File: src/rtl/regfile_dump.sv
// Streams register file contents START_REG..END_REG over a valid/ready port,
// one word per three cycles. Optional build macro: REGDUMP_SKIP_ZERO_EN drops zero-valued words.
module regfile_dump #(
    parameter int START_REG = 0,
    parameter int END_REG   = 31
) (
    input  logic        clk,
    input  logic        res,
    input  logic        start,
    output logic [4:0]  radd_debug,
    input  logic [31:0] dout_debug,
    output logic [4:0]  tx_addr,
    output logic [31:0] tx_data,
    output logic        tx_valid,
    input  logic        tx_ready,
    output logic        busy,
    output logic        done,
    output logic [5:0]  tx_count
);

    typedef enum logic [2:0] {IDLE, ADDR, WAIT, SEND, FIN} state_t;

    localparam logic [4:0] START_IDX = 5'(START_REG);
    localparam logic [4:0] END_IDX   = 5'(END_REG);

    // Handshake: a word moves on any posedge where tx_valid and tx_ready are both 1;
    // while tx_valid is 1 and tx_ready is 0, tx_addr/tx_data/tx_valid hold.
    state_t      state_q, state_d;
    logic [4:0]  idx_q, idx_d;
    logic [4:0]  radd_q, radd_d;
    logic [4:0]  tx_addr_q, tx_addr_d;
    logic [31:0] tx_data_q, tx_data_d;
    logic        tx_valid_q, tx_valid_d;
    logic        busy_q, busy_d;
    logic        done_q, done_d;
    logic [5:0]  tx_count_q, tx_count_d;
    logic        word_done;

    always_comb begin
        state_d    = state_q;
        idx_d      = idx_q;
        tx_addr_d  = tx_addr_q;
        tx_data_d  = tx_data_q;
        tx_valid_d = tx_valid_q;
        busy_d     = busy_q;
        done_d     = 1'b0;
        tx_count_d = tx_count_q;
        word_done  = 1'b0;

        case (state_q)
            IDLE: begin
                if (start) begin
                    idx_d      = START_IDX;
                    tx_count_d = 6'd0;
                    busy_d     = 1'b1;
                    state_d    = ADDR;
                end
            end
            ADDR: state_d = WAIT;
            WAIT: begin
`ifdef REGDUMP_SKIP_ZERO_EN
                if (dout_debug == 32'd0) begin
                    word_done = 1'b1;
                end else begin
                    tx_data_d  = dout_debug;
                    tx_addr_d  = idx_q;
                    tx_valid_d = 1'b1;
                    state_d    = SEND;
                end
`else
                tx_data_d  = dout_debug;
                tx_addr_d  = idx_q;
                tx_valid_d = 1'b1;
                state_d    = SEND;
`endif
            end
            SEND: begin
                if (tx_ready) begin
                    tx_valid_d = 1'b0;
                    tx_count_d = tx_count_q + 6'd1;
                    word_done  = 1'b1;
                end
            end
            FIN: state_d = IDLE;
            default: state_d = IDLE;
        endcase

        // Shared advance for an accepted word and a skipped zero word.
        if (word_done) begin
            if (idx_q == END_IDX) begin
                state_d = FIN;
                done_d  = 1'b1;
                busy_d  = 1'b0;
            end else begin
                idx_d   = idx_q + 5'd1;
                state_d = ADDR;
            end
        end

        radd_d = (state_d == ADDR || state_d == WAIT || state_d == SEND) ? idx_d : radd_q;
    end

    always_ff @(posedge clk) begin
        if (res) begin
            state_q    <= IDLE;
            idx_q      <= START_IDX;
            radd_q     <= 5'd0;
            tx_addr_q  <= 5'd0;
            tx_data_q  <= 32'd0;
            tx_valid_q <= 1'b0;
            busy_q     <= 1'b0;
            done_q     <= 1'b0;
            tx_count_q <= 6'd0;
        end else begin
            state_q    <= state_d;
            idx_q      <= idx_d;
            radd_q     <= radd_d;
            tx_addr_q  <= tx_addr_d;
            tx_data_q  <= tx_data_d;
            tx_valid_q <= tx_valid_d;
            busy_q     <= busy_d;
            done_q     <= done_d;
            tx_count_q <= tx_count_d;
        end
    end

    assign radd_debug = radd_q;
    assign tx_addr    = tx_addr_q;
    assign tx_data    = tx_data_q;
    assign tx_valid   = tx_valid_q;
    assign busy       = busy_q;
    assign done       = done_q;
    assign tx_count   = tx_count_q;

endmodule

File: config.mk
export PLATFORM = sky130hd
export DESIGN_NAME = regfile_dump
export DESIGN_NICKNAME = d
export VERILOG_FILES = /design/src/rtl/regfile_dump.sv
export SDC_FILE = /design/constraint.sdc
export NUM_CORES = 1
export LEC_CHECK = 0
export CORE_ASPECT_RATIO = 0.7
export CORE_MARGIN = 3
export CORE_UTILIZATION = 46
export DETAILED_ROUTE_END_ITERATION = 8
export GPL_ROUTABILITY_DRIVEN = 0
export PLACE_DENSITY = 0.82
export SYNTH_ARGS = -nofsm -noshare
export SYNTH_HDL_FRONTEND = slang
export SYNTH_SLANG_ARGS = --single-unit
File: constraint.sdc
create_clock -name clk -period 2.7 [get_ports clk]
set_input_delay 0.27 -clock clk [delete_from_list [all_inputs] [get_ports clk]]
set_output_delay 0.27 -clock clk [all_outputs]
set_load 0.02 [all_outputs]
==> results of run 1 <==
logic make-up (layout without fill, tap and decap cells):
kind of cell / after synthesis / after routing
compound gates: 50 / 50
xor+xnor: 6 / 6
fa+ha+maj: 3 / 3
buf+inv: 18 / 104
flops: 59 / 59
mux: 1 / 1
simple gates: 120 / 120
final timing paths:
path	startpoint	to	slack, ns	depth (start not counted)
setup / recovery	idx_q[0]$_SDFF_PP0_	radd_debug[4]$_SDFFE_PP0P_	0.62	6
hold / removal	res	tx_count[1]$_SDFFE_PP0P_	0.39	2
setup reg to reg	idx_q[0]$_SDFF_PP0_	radd_debug[4]$_SDFFE_PP0P_	0.62	6
hold reg to reg	tx_addr[3]$_SDFFE_PP0N_	tx_addr[3]$_SDFFE_PP0N_	0.45	2
through the flow:
step / hold WS (ns) / setup slack, ns
after global routing: 0.410 / 0.457
after floorplan: 0.406 / 0.907
after detailed placement: 0.446 / 0.749
after global placement: 0.440 / 0.835
after CTS: 0.378 / 0.631
final: 0.388 / 0.615
power groups by stage:
stage	clock network [mW]	registers, mW	logic (mW)
4_1_cts	0.857	0.934	0.297
6_report	0.836	0.935	0.295
5_1_grt	0.889	0.939	0.322
2_1_floorplan	0	0.993	0.111
3_5_place_dp	0	0.953	0.294
3_3_place_gp	0	0.951	0.291
critical path, cell delays in order, from the launching register on:
cell                       delay [ns]
sky130_fd_sc_hd__dfxtp_1         0.35
sky130_fd_sc_hd__ha_1            0.22
sky130_fd_sc_hd__and3_1          0.19
sky130_fd_sc_hd__ha_1            0.32
sky130_fd_sc_hd__a211oi_2        0.53
sky130_fd_sc_hd__nor2_1          0.11
sky130_fd_sc_hd__a211oi_1        0.27
Yosys cell counts, drive strengths merged, types with 2 or more instances:
| master | n |
|---|---|
| a221oi | 2 |
| o2bb2ai | 2 |
| a211oi | 4 |
| buf | 9 |
| and3 | 3 |
| clkbuf | 8 |
| nor3 | 3 |
| a21oi | 38 |
| a31oi | 2 |
| nand2 | 77 |
| nand4 | 3 |
| nor2 | 21 |
| xor2 | 4 |
| ha | 3 |
| nor3b | 3 |
| nand2b | 3 |
| xnor2 | 2 |
| dfxtp | 59 |
sequential cells by signal, indices dropped and copies added, names as in the netlist:
register and count:
idx_q 5, tx_valid 1, radd_debug 5, busy 1
tx_data 32, state_q 3, done 1, tx_count 6
tx_addr 5
layer usage:
| metal | track usage, % | wire [um] | part of all wire, % | up-vias |
|---|---|---|---|---|
| li1 | - | - | - | 1017 |
| met1 | 25.8 | 2500 | 45 | 916 |
| met2 | 32.5 | 2600 | 46 | 72 |
| met3 | 7.09 | 462 | 8.3 | 6 |
| met4 | 8.49 | 35 | 0.63 | 0 |
| met5 | 0 | 0 | 0 | - |
area by class of cell:
type,count,area share [%]
clock inverters,1,0.917
multi-input cells,180,28.6
inverters,1,0.115
repair buffers,88,26.6
clock buffers,14,5.58
flip-flops and latches,59,36.1
well taps,55,2.10
cell usage in the layout, fill, tap and decap left out:
cell type and n:
sky130_fd_sc_hd__nor4_1 1, sky130_fd_sc_hd__or4b_1 1, sky130_fd_sc_hd__mux2_4 1, sky130_fd_sc_hd__nor3_1 3, sky130_fd_sc_hd__or2_2 1, sky130_fd_sc_hd__dfxtp_1 59
sky130_fd_sc_hd__nand4_1 3, sky130_fd_sc_hd__a2111o_1 1, sky130_fd_sc_hd__clkbuf_1 1, sky130_fd_sc_hd__a221oi_1 2, sky130_fd_sc_hd__nand2b_4 1, sky130_fd_sc_hd__inv_1 1
sky130_fd_sc_hd__nor3b_1 3, sky130_fd_sc_hd__o2bb2ai_1 2, sky130_fd_sc_hd__nand2b_1 2, sky130_fd_sc_hd__buf_2 1, sky130_fd_sc_hd__nor2_2 1, sky130_fd_sc_hd__and4b_1 1
sky130_fd_sc_hd__clkbuf_8 13, sky130_fd_sc_hd__ha_1 3, sky130_fd_sc_hd__a31oi_1 2, sky130_fd_sc_hd__a211oi_1 2, sky130_fd_sc_hd__nand2_1 77, sky130_fd_sc_hd__a21oi_2 1
sky130_fd_sc_hd__a211oi_2 2, sky130_fd_sc_hd__nand4b_1 1, sky130_fd_sc_hd__clkdlybuf4s50_1 85, sky130_fd_sc_hd__and3_1 3, sky130_fd_sc_hd__bufinv_16 1, sky130_fd_sc_hd__a21oi_1 37
sky130_fd_sc_hd__xor2_1 4, sky130_fd_sc_hd__buf_4 2, sky130_fd_sc_hd__xnor2_1 2, sky130_fd_sc_hd__nand3_1 1, sky130_fd_sc_hd__and2_4 1, sky130_fd_sc_hd__nor2_1 20
sky130_fd_sc_hd__a22oi_2 1
==> summary.md, run 1 <==
• **Remaining DRCs** 0
• **RSZ-0062 raised after global routing** no
• **buffer count from post-CTS setup fixing** 0
• **clock share of power** 40.5%
• **remaining antenna violation count after routing** 0
• **post-synthesis compound-gate area fraction** 13.9%
• **Ports** 87
• **number of nets in the finished design** 378
• **switching pwr** 0.494 mW
• **post-route fraction of the period consumed by the critical path** 77.2%
• **die area** 5660 sq um
• **core occupancy in the finished layout** 73.1%
• **Filler cells** 352
• **Yosys warnings** 0
• **net count after synthesis** 296
• **sum of net half-perimeters after detailed placement** 3.83 mm
• **share of total power in combinational logic** 14.3%
• **cells taking the most area after synthesis** sky130_fd_sc_hd__dfxtp_1, sky130_fd_sc_hd__nand2_1, sky130_fd_sc_hd__a21oi_1
• **sequential cell area fraction in the yosys report** 53.7%
• **type of element launching the critical path** register
• **PnR Total Power** 2.07 mW
• **Cells after Synth** 257
• **number of detailed-routing iterations run before antenna repair** 4
• **Vias/cell** 5.05
• **synthesis-to-layout area growth** 48.8%
• **combined area of the multi-input logic cells** 937 sq um
• **die height** 63.9 um
• **Congestion Overflow GR** 0
• **filler-free cell count of the finished design** 398
• **placed cells** 383
• **class of the most critical hold timing path** in2reg
• **async set-or-reset flop fraction in the synthesized netlist** 0%
• **library cell with the largest summed area after synthesis** sky130_fd_sc_hd__dfxtp_1
• **GR Util All Layers** 20.7%
• **overall routed net length** 5.60 mm
• **wire length per cell** 14.1 um
• **Syn Std Cell Area** 2200 sq um
• **maximum number of pins on one net before global-route repair** 39
• **# hold bufs at CTS** 0
• **CTS tree** yes
• **maximum clock skew at final layout** 0.00451 ns
• **worst supply voltage drop on vdd** 0.371 mV
• **number of synthesized register bits** 59
• **final period demand of the worst path** 2.08 ns
• **CTS buffer count** 9
• **Max Cap Violations** 0
• **number of H-tree levels** 3
• **data required time at the worst endpoint** 2.93 ns
• **clock tree buffer depth** 2
• **clock transition at the register clock pins on the worst setup and hold paths after CTS** 0.06 ns
• **CTS Root Cell** sky130_fd_sc_hd__clkbuf_8
• **number of global-route vias before repair** 1,936
• **post-synthesis share of cell area spent on xor and xnor gates** 2.39%
• **WS Path Type** reg2reg
• **Setup Viol. Count Final** 0
• **Max transition margin** 54.0%
• **initial antenna violation count** 0
• **static leakage** 1.18 nW
• **port bufs** 86
• **critical path fanouts, max** 10
• **average footprint of a synthesized cell** 8.56 sq um
• **row count** 20
• **fraction of power spent switching nets** 23.9%
• **slew of the pin with the lowest slew margin** 0.689 ns
• **number of design-rule violations left by the first detailed-router iteration** 141
• **dominant combinational cell family by area after synthesis** simple AND/OR/NAND/NOR gates
• **internal portion of total power** 1.57 mW
• **part of the total power dissipated in sequential elements** 45.2%
• **fmax** 480 MHz
• **portion of synthesized cell area occupied by the leading cell type** 53.7%
• **number of synthesized flops with an enable pin** 0
• **count of clock tree sinks** 59
• **fraction of the mapped netlist area in adder cells** 1.71%
• **cts repair resizes** 0
• **share of post-route cells with drive strength above 1** 7.58%
• **Main synth FF type** sky130_fd_sc_hd__dfxtp_1
• **accumulated negative setup slack** 0 ns
• **Synth Area in Simple Gates** 23.8%
• **library cells used by synthesis** 33
• **routed vias** 2,011
• **sequential cell area in the final layout** 1180 sq um
• **CP endpoint kind** register
• **Hold Fails Final Rpt** 0
• **antenna diode instance count** 0
• **clock latency on the worst-skew pair** 0.32 ns
• **Final Max Slew Viols** 0
• **placed standard-cell area** 3060 sq um
• **outcome** completed
• **Initial Util** 49.1%
• **signal arrival time at the worst endpoint** 2.31 ns
• **global-route wire length before repair** 9.00 mm
• **width of the die** 88.7 um
• **Power per Cell Area** 631 nW/um^2
• **area of the placeable core** 4480 sq um
• **share of cell area taken by muxes after synthesis** 0.682%
• **area of all placed cells without fillers** 3270 sq um
Note: power is estimated with default switching activity, not from simulation.
==> inputs of run 2 (changes only) <==
--- a/config.mk
+++ b/config.mk
@@ -7,10 +7,10 @@
 export LEC_CHECK = 0
 export CORE_ASPECT_RATIO = 0.7
 export CORE_MARGIN = 3
-export CORE_UTILIZATION = 46
+export CORE_UTILIZATION = 39
 export DETAILED_ROUTE_END_ITERATION = 8
 export GPL_ROUTABILITY_DRIVEN = 0
-export PLACE_DENSITY = 0.82
+export PLACE_DENSITY = 0.74
 export SYNTH_ARGS = -nofsm -noshare
 export SYNTH_HDL_FRONTEND = slang
 export SYNTH_SLANG_ARGS = --single-unit
==> constraint.sdc (replaced) <==
create_clock -name clk -period 1.87 [get_ports clk]
set_input_delay 0.187 -clock clk [delete_from_list [all_inputs] [get_ports clk]]
set_output_delay 0.187 -clock clk [all_outputs]
set_load 0.02 [all_outputs]
==> summary.md, run 2 (synthesized netlist as in run 1, its figures left out) <==
• **sum of net half-perimeters after detailed placement** 3.76 mm
• **area of the placeable core** 5340 sq um
• **CTS tree** yes
• **outcome** completed
• **Hold Fails Final Rpt** 0
• **CTS Root Cell** sky130_fd_sc_hd__clkbuf_8
• **RSZ-0062 raised after global routing** no
• **Setup Viol. Count Final** 0
• **maximum clock skew at final layout** 0.00863 ns
• **signal arrival time at the worst endpoint** 1.94 ns
• **overall routed net length** 5.48 mm
• **core occupancy in the finished layout** 63.6%
• **area of all placed cells without fillers** 3400 sq um
• **combined area of the multi-input logic cells** 940 sq um
• **Worst Hold Launch** res
• **Power per Cell Area** 985 nW/um^2
• **static leakage** 1.23 nW
• **CP endpoint kind** register
• **antenna diode instance count** 0
• **PnR Total Power** 3.35 mW
• **Max transition margin** 54.1%
• **start of the worst register-to-register path** idx_q[1]$_SDFF_PP0_
• **number of detailed-routing iterations run before antenna repair** 4
• **Final Max Slew Viols** 0
• **CP cell instances** ha_1 -> and3_1 -> ha_2 -> nand2b_4 -> mux2_4 -> a211oi_2
• **Worst Hold Path EP** tx_count[0]$_SDFFE_PP0P_
• **remaining antenna violation count after routing** 0
• **reg2reg path depth** 6
• **wire length per cell** 13.0 um
• **type of element launching the critical path** register
• **row count** 22
• **Vias/cell** 4.77
• **worst supply voltage drop on vdd** 0.682 mV
• **clock tree buffer depth** 2
• **post-route fraction of the period consumed by the critical path** 90.8%
• **number of global-route vias before repair** 1,787
• **fmax** 589 MHz
• **number of design-rule violations left by the first detailed-router iteration** 55
• **accumulated negative setup slack** 0 ns
• **number of nets in the finished design** 383
• **clock transition at the register clock pins on the worst setup and hold paths after CTS** 0.06 ns
• **share of post-route cells with drive strength above 1** 9.46%
• **GR Util All Layers** 16.8%
• **critical path fanouts, max** 8
• **number of H-tree levels** 3
• **commonest non-fill, non-tap cells in the layout** sky130_fd_sc_hd__clkdlybuf4s50_1, sky130_fd_sc_hd__nand2_1, sky130_fd_sc_hd__dfxtp_1
• **initial antenna violation count** 0
• **Max stage delay on crit path** 0.37 ns
• **Filler cells** 480
• **worst-case hold slack** 0.357 ns
• **class of the most critical hold timing path** in2reg
• **placed standard-cell area** 3120 sq um
• **CTS buffer count** 9
• **Congestion Overflow GR** 0
• **WS Path Type** reg2reg
• **Initial Util** 41.2%
• **reg2reg setup slack** 0.17 ns
• **r2r endpoint** radd_debug[0]$_SDFFE_PP0P_
• **global-route wire length before repair** 8.41 mm
• **width of the die** 95.8 um
• **Worst setup startpoint** idx_q[1]$_SDFF_PP0_
• **count of clock tree sinks** 59
• **data required time at the worst endpoint** 2.11 ns
• **final period demand of the worst path** 1.70 ns
• **Ports** 87
• **clock latency on the worst-skew pair** 0.32 ns
• **slew of the pin with the lowest slew margin** 0.689 ns
• **most common cell after layout, fill and taps aside** sky130_fd_sc_hd__clkdlybuf4s50_1
• **sequential cell area in the final layout** 1180 sq um
• **flip-flop count of the largest register after layout** 32
• **die area** 6590 sq um
• **Max Cap Violations** 0
• **slowest CP cell** sky130_fd_sc_hd__dfxtp_1
• **die height** 68.9 um
• **Remaining DRCs** 0
• **synthesis-to-layout area growth** 54.4%
• **buffer count from post-CTS setup fixing** 0
• **Worst Hold Depth** 2
• **routed vias** 2,010
• **port bufs** 86
• **maximum number of pins on one net before global-route repair** 39
## run 2: cell count changes in the layout (fill, tap and decap cells not counted)
cell,before,now
sky130_fd_sc_hd__buf_4,2,7
sky130_fd_sc_hd__bufinv_16,1,4
sky130_fd_sc_hd__clkbuf_8,13,11
sky130_fd_sc_hd__ha_1,3,2
sky130_fd_sc_hd__ha_2,0,1
## run 2: report_power, final
group | leakage [nW] | switching, mW | internal (mW)
clock | 0.137 | 0.474 | 1.09
sequential | 0.479 | 0.0323 | 1.31
combinational | 0.618 | 0.226 | 0.208
total | 1.23 | 0.733 | 2.62
## run 2: metrics by stage
step                cells  setup slack (ns)
detailed placement    405            0.0676
CTS                   421            0.0830
global route          421            0.0521
finish                421             0.171
floorplan             257            0.0769
global placement      405            0.0648
## run 2: metal layers
metal  global-route usage [%]  vias to the layer above  wire, um
met5                        0                        -         0
met4                     6.91                        0        67
met3                     6.72                        5       398
met2                     25.4                       65      2360
met1                     21.4                      911      2660
li1                         -                     1029         -
## run 2: area by class of cell
type | instances | share of cell area, %
flip-flops and latches | 59 | 34.8
clock inverters | 4 | 3.53
multi-input cells | 180 | 27.7
well taps | 72 | 2.65
clock buffers | 12 | 4.57
inverters | 1 | 0.110
repair buffers | 93 | 26.7
## run 2: worst max path at each step
stage,end
final,radd_debug[0]$_SDFFE_PP0P_
after detailed placement,tx_count[1]$_SDFFE_PP0P_
after CTS,radd_debug[0]$_SDFFE_PP0P_
after floorplan,radd_debug[0]$_SDFFE_PP0P_
after global placement,tx_count[0]$_SDFFE_PP0P_
after global routing,radd_debug[0]$_SDFFE_PP0P_
## run 2: critical path: cells and delay by family, from the launching register on
family	cells	cell delay, ns
DFF	1	0.37
and+or+nand+nor	2	0.33
muxes	1	0.31
AOI/OAI and AO/OA	1	0.16
adders and majority gates	2	0.45
## run 2: timing repair
| action | 4_1_cts | 5_1_grt |
|---|---|---|
| hold buffers | 0 | 0 |
| endpoints found under the setup margin | 0 | 1 |
| gates resized for setup | 0 | 1 |
==> inputs of run 3 (changes only) <==
--- a/config.mk
+++ b/config.mk
@@ -5,6 +5,7 @@
 export SDC_FILE = /design/constraint.sdc
 export NUM_CORES = 1
 export LEC_CHECK = 0
+export CAP_MARGIN = 10
 export CORE_ASPECT_RATIO = 0.7
 export CORE_MARGIN = 3
 export CORE_UTILIZATION = 39
==> results of run 3 <==
Final layout, timing and power as in run 2 (identical DEF).
==> RTL edit (config.mk and constraints of run 1) <==
Encoding of `state_t`: now Gray code (3 bits for 5 states).
--- a/src/rtl/regfile_dump.sv
+++ b/src/rtl/regfile_dump.sv
@@ -18,7 +18,7 @@
     output logic [5:0]  tx_count
 );
 
-    typedef enum logic [2:0] {IDLE, ADDR, WAIT, SEND, FIN} state_t;
+    typedef enum logic [2:0] {IDLE = 3'b000, ADDR = 3'b001, WAIT = 3'b011, SEND = 3'b010, FIN = 3'b110} state_t;
 
     localparam logic [4:0] START_IDX = 5'(START_REG);
     localparam logic [4:0] END_IDX   = 5'(END_REG);
Formal check against the unedited RTL: same outputs for any inputs over 10 cycles, from zero or initial values; not proved beyond that.
==> RTL edit against run 1 <==
- cell area up 0.31%
- combinational power decreased by 28%
- critical path type unchanged
- setup slack got worse by 0.21 ns
- total power is 8.1% lower
- sequential cell count is the same
- synthesized area grew 1.6%
- first-iteration DRC count decreased by 24%
- via count up 1.6%
- wire length grew 0.64%
- largest power group unchanged
==> RTL edit: results (changes against run 1) <==
* Syn Nets at 302 (was 296)
* Drt total wl at 5.63 mm (was 5.60 mm)
* Sequential area share after synthesis at 52.8% (was 53.7%)
* Sequential share of power at 48.1% (was 45.2%)
* Peak fanout along the critical path at 9 (was 10)
* Clk pwr at 774 uW (was 836 uW)
* First-pass GRT wire length at 9.20 mm (was 9.00 mm)
* Outcome: completed (unchanged)
* Met1 WL at 2.52 mm (was 2.50 mm)
* Post-synth top cells: nand2_1, dfxtp_1, a21oi_1, nor2_1, clkbuf_1 (was nand2_1, dfxtp_1, a21oi_1, nor2_1)
* Largest net degree at the start of global routing at 45 (was 39)
* Synth cell types at 37 (was 33)
* Peak VDD IR at 0.309 mV (was 0.371 mV)
* Worst-Skew Late Latency at 0.34 ns (was 0.32 ns)
* Int Pwr at 1440 uW (was 1570 uW)
* Slew @ Worst Pin at 0.763 ns (was 0.689 ns)
* Min-Delay Startpoint: tx_data[23] (was res)
* Top cells by area, synth: dfxtp_1, nand2_1, a21oi_1 (unchanged)
* R2R Setup Slk at 0.40 ns (was 0.62 ns)
* Global routing usage on met2 at 31.1% (was 32.5%)
* Metal2 WL at 2.55 mm (was 2.60 mm)
* GR Layer Usage met1 at 26.0% (was 25.8%)
* DRT iter0 DRCs at 107 (was 141)
* Power Density at 578 nW/um2 (was 631 nW/um2)
* Initial antenna violation count at 0 (unchanged)
* Hold Path End: tx_data[23] (was tx_count[1])
* DP HPWL at 3.96 mm (was 3.83 mm)
* Final #Nets at 383 (was 378)
* Leakage Power at 0.00115 uW (was 0.00118 uW)
* R2R depth at 7 (was 6)
* CP arrival at 2.54 ns (was 2.31 ns)
* Vias per std cell at 5.06 (was 5.05)
* Vias in the first global route at 1994 (was 1936)
* Worst R2R End: radd_debug[2] (was radd_debug[4])
* Total setup buffers inserted after CTS at 0 (unchanged)
* Min-delay worst type: flop to flop (was primary input to flop)
* CP max stage cell: nor3_2 (was a211oi_2)
* Clock skew at 0.00804 ns (was 0.00451 ns)
* Layout cell share with drive strength beyond 1 at 7.74% (was 7.58%)
* Total track usage at 21.1% (was 20.7%)
[RTL edit: cell count changes after synthesis, moves of 3 or more]
| cell | before | now |
|---|---|---|
| nor2_1 | 21 | 14 |
| a21oi_1 | 37 | 42 |
| buf_2 | 8 | 4 |
| clkbuf_1 | 8 | 11 |
| nand2b_1 | 2 | 5 |
| nand4_1 | 3 | 0 |
[RTL edit: per-stage QoR]
stage | hold slack [ns] | cells | setup WS [ns] | instance area [um2]
after floorplan | 0.406 | 263 | 0.712 | 2240
after global placement | 0.441 | 388 | 0.587 | 3090
after detailed placement | 0.447 | 388 | 0.456 | 3090
after CTS | 0.456 | 404 | 0.431 | 3280
after global routing | 0.470 | 404 | 0.223 | 3280
final | 0.453 | 404 | 0.401 | 3280
[RTL edit: cell type report]
cell class	count	area (um2)
Multi-Input combinational cell	185	963
Clock inverter	6	55.1
Fill cell	351	1220
Sequential cell	59	1180
Clock buffer	10	138
Timing Repair Buffer	89	878
Tap cell	55	68.8
[RTL edit: kinds of logic (layout without fill, tap and decap cells)]
group                    count (synthesis)  count (layout)  synth area share [%]
AO/OA/AOI/OAI                           57              57                  14.6
XOR/XNOR                                 5               5                  1.96
adder cells (fa/ha/maj)                  3               3                  1.68
buffers and inverters                   19             105                  4.09
flip-flops                              59              59                  52.8
multiplexers                             1               1                 0.504
AND/OR/NAND/NOR                        119             119                  24.3
[RTL edit: critical path, delay by kind of cell (launching register included)]
| kind | cells | cell delay (ns) |
|---|---|---|
| AO/OA/AOI/OAI | 1 | 0.24 |
| adder cells (fa/ha/maj) | 2 | 0.51 |
| flip-flops | 1 | 0.34 |
| AND/OR/NAND/NOR | 4 | 1.11 |
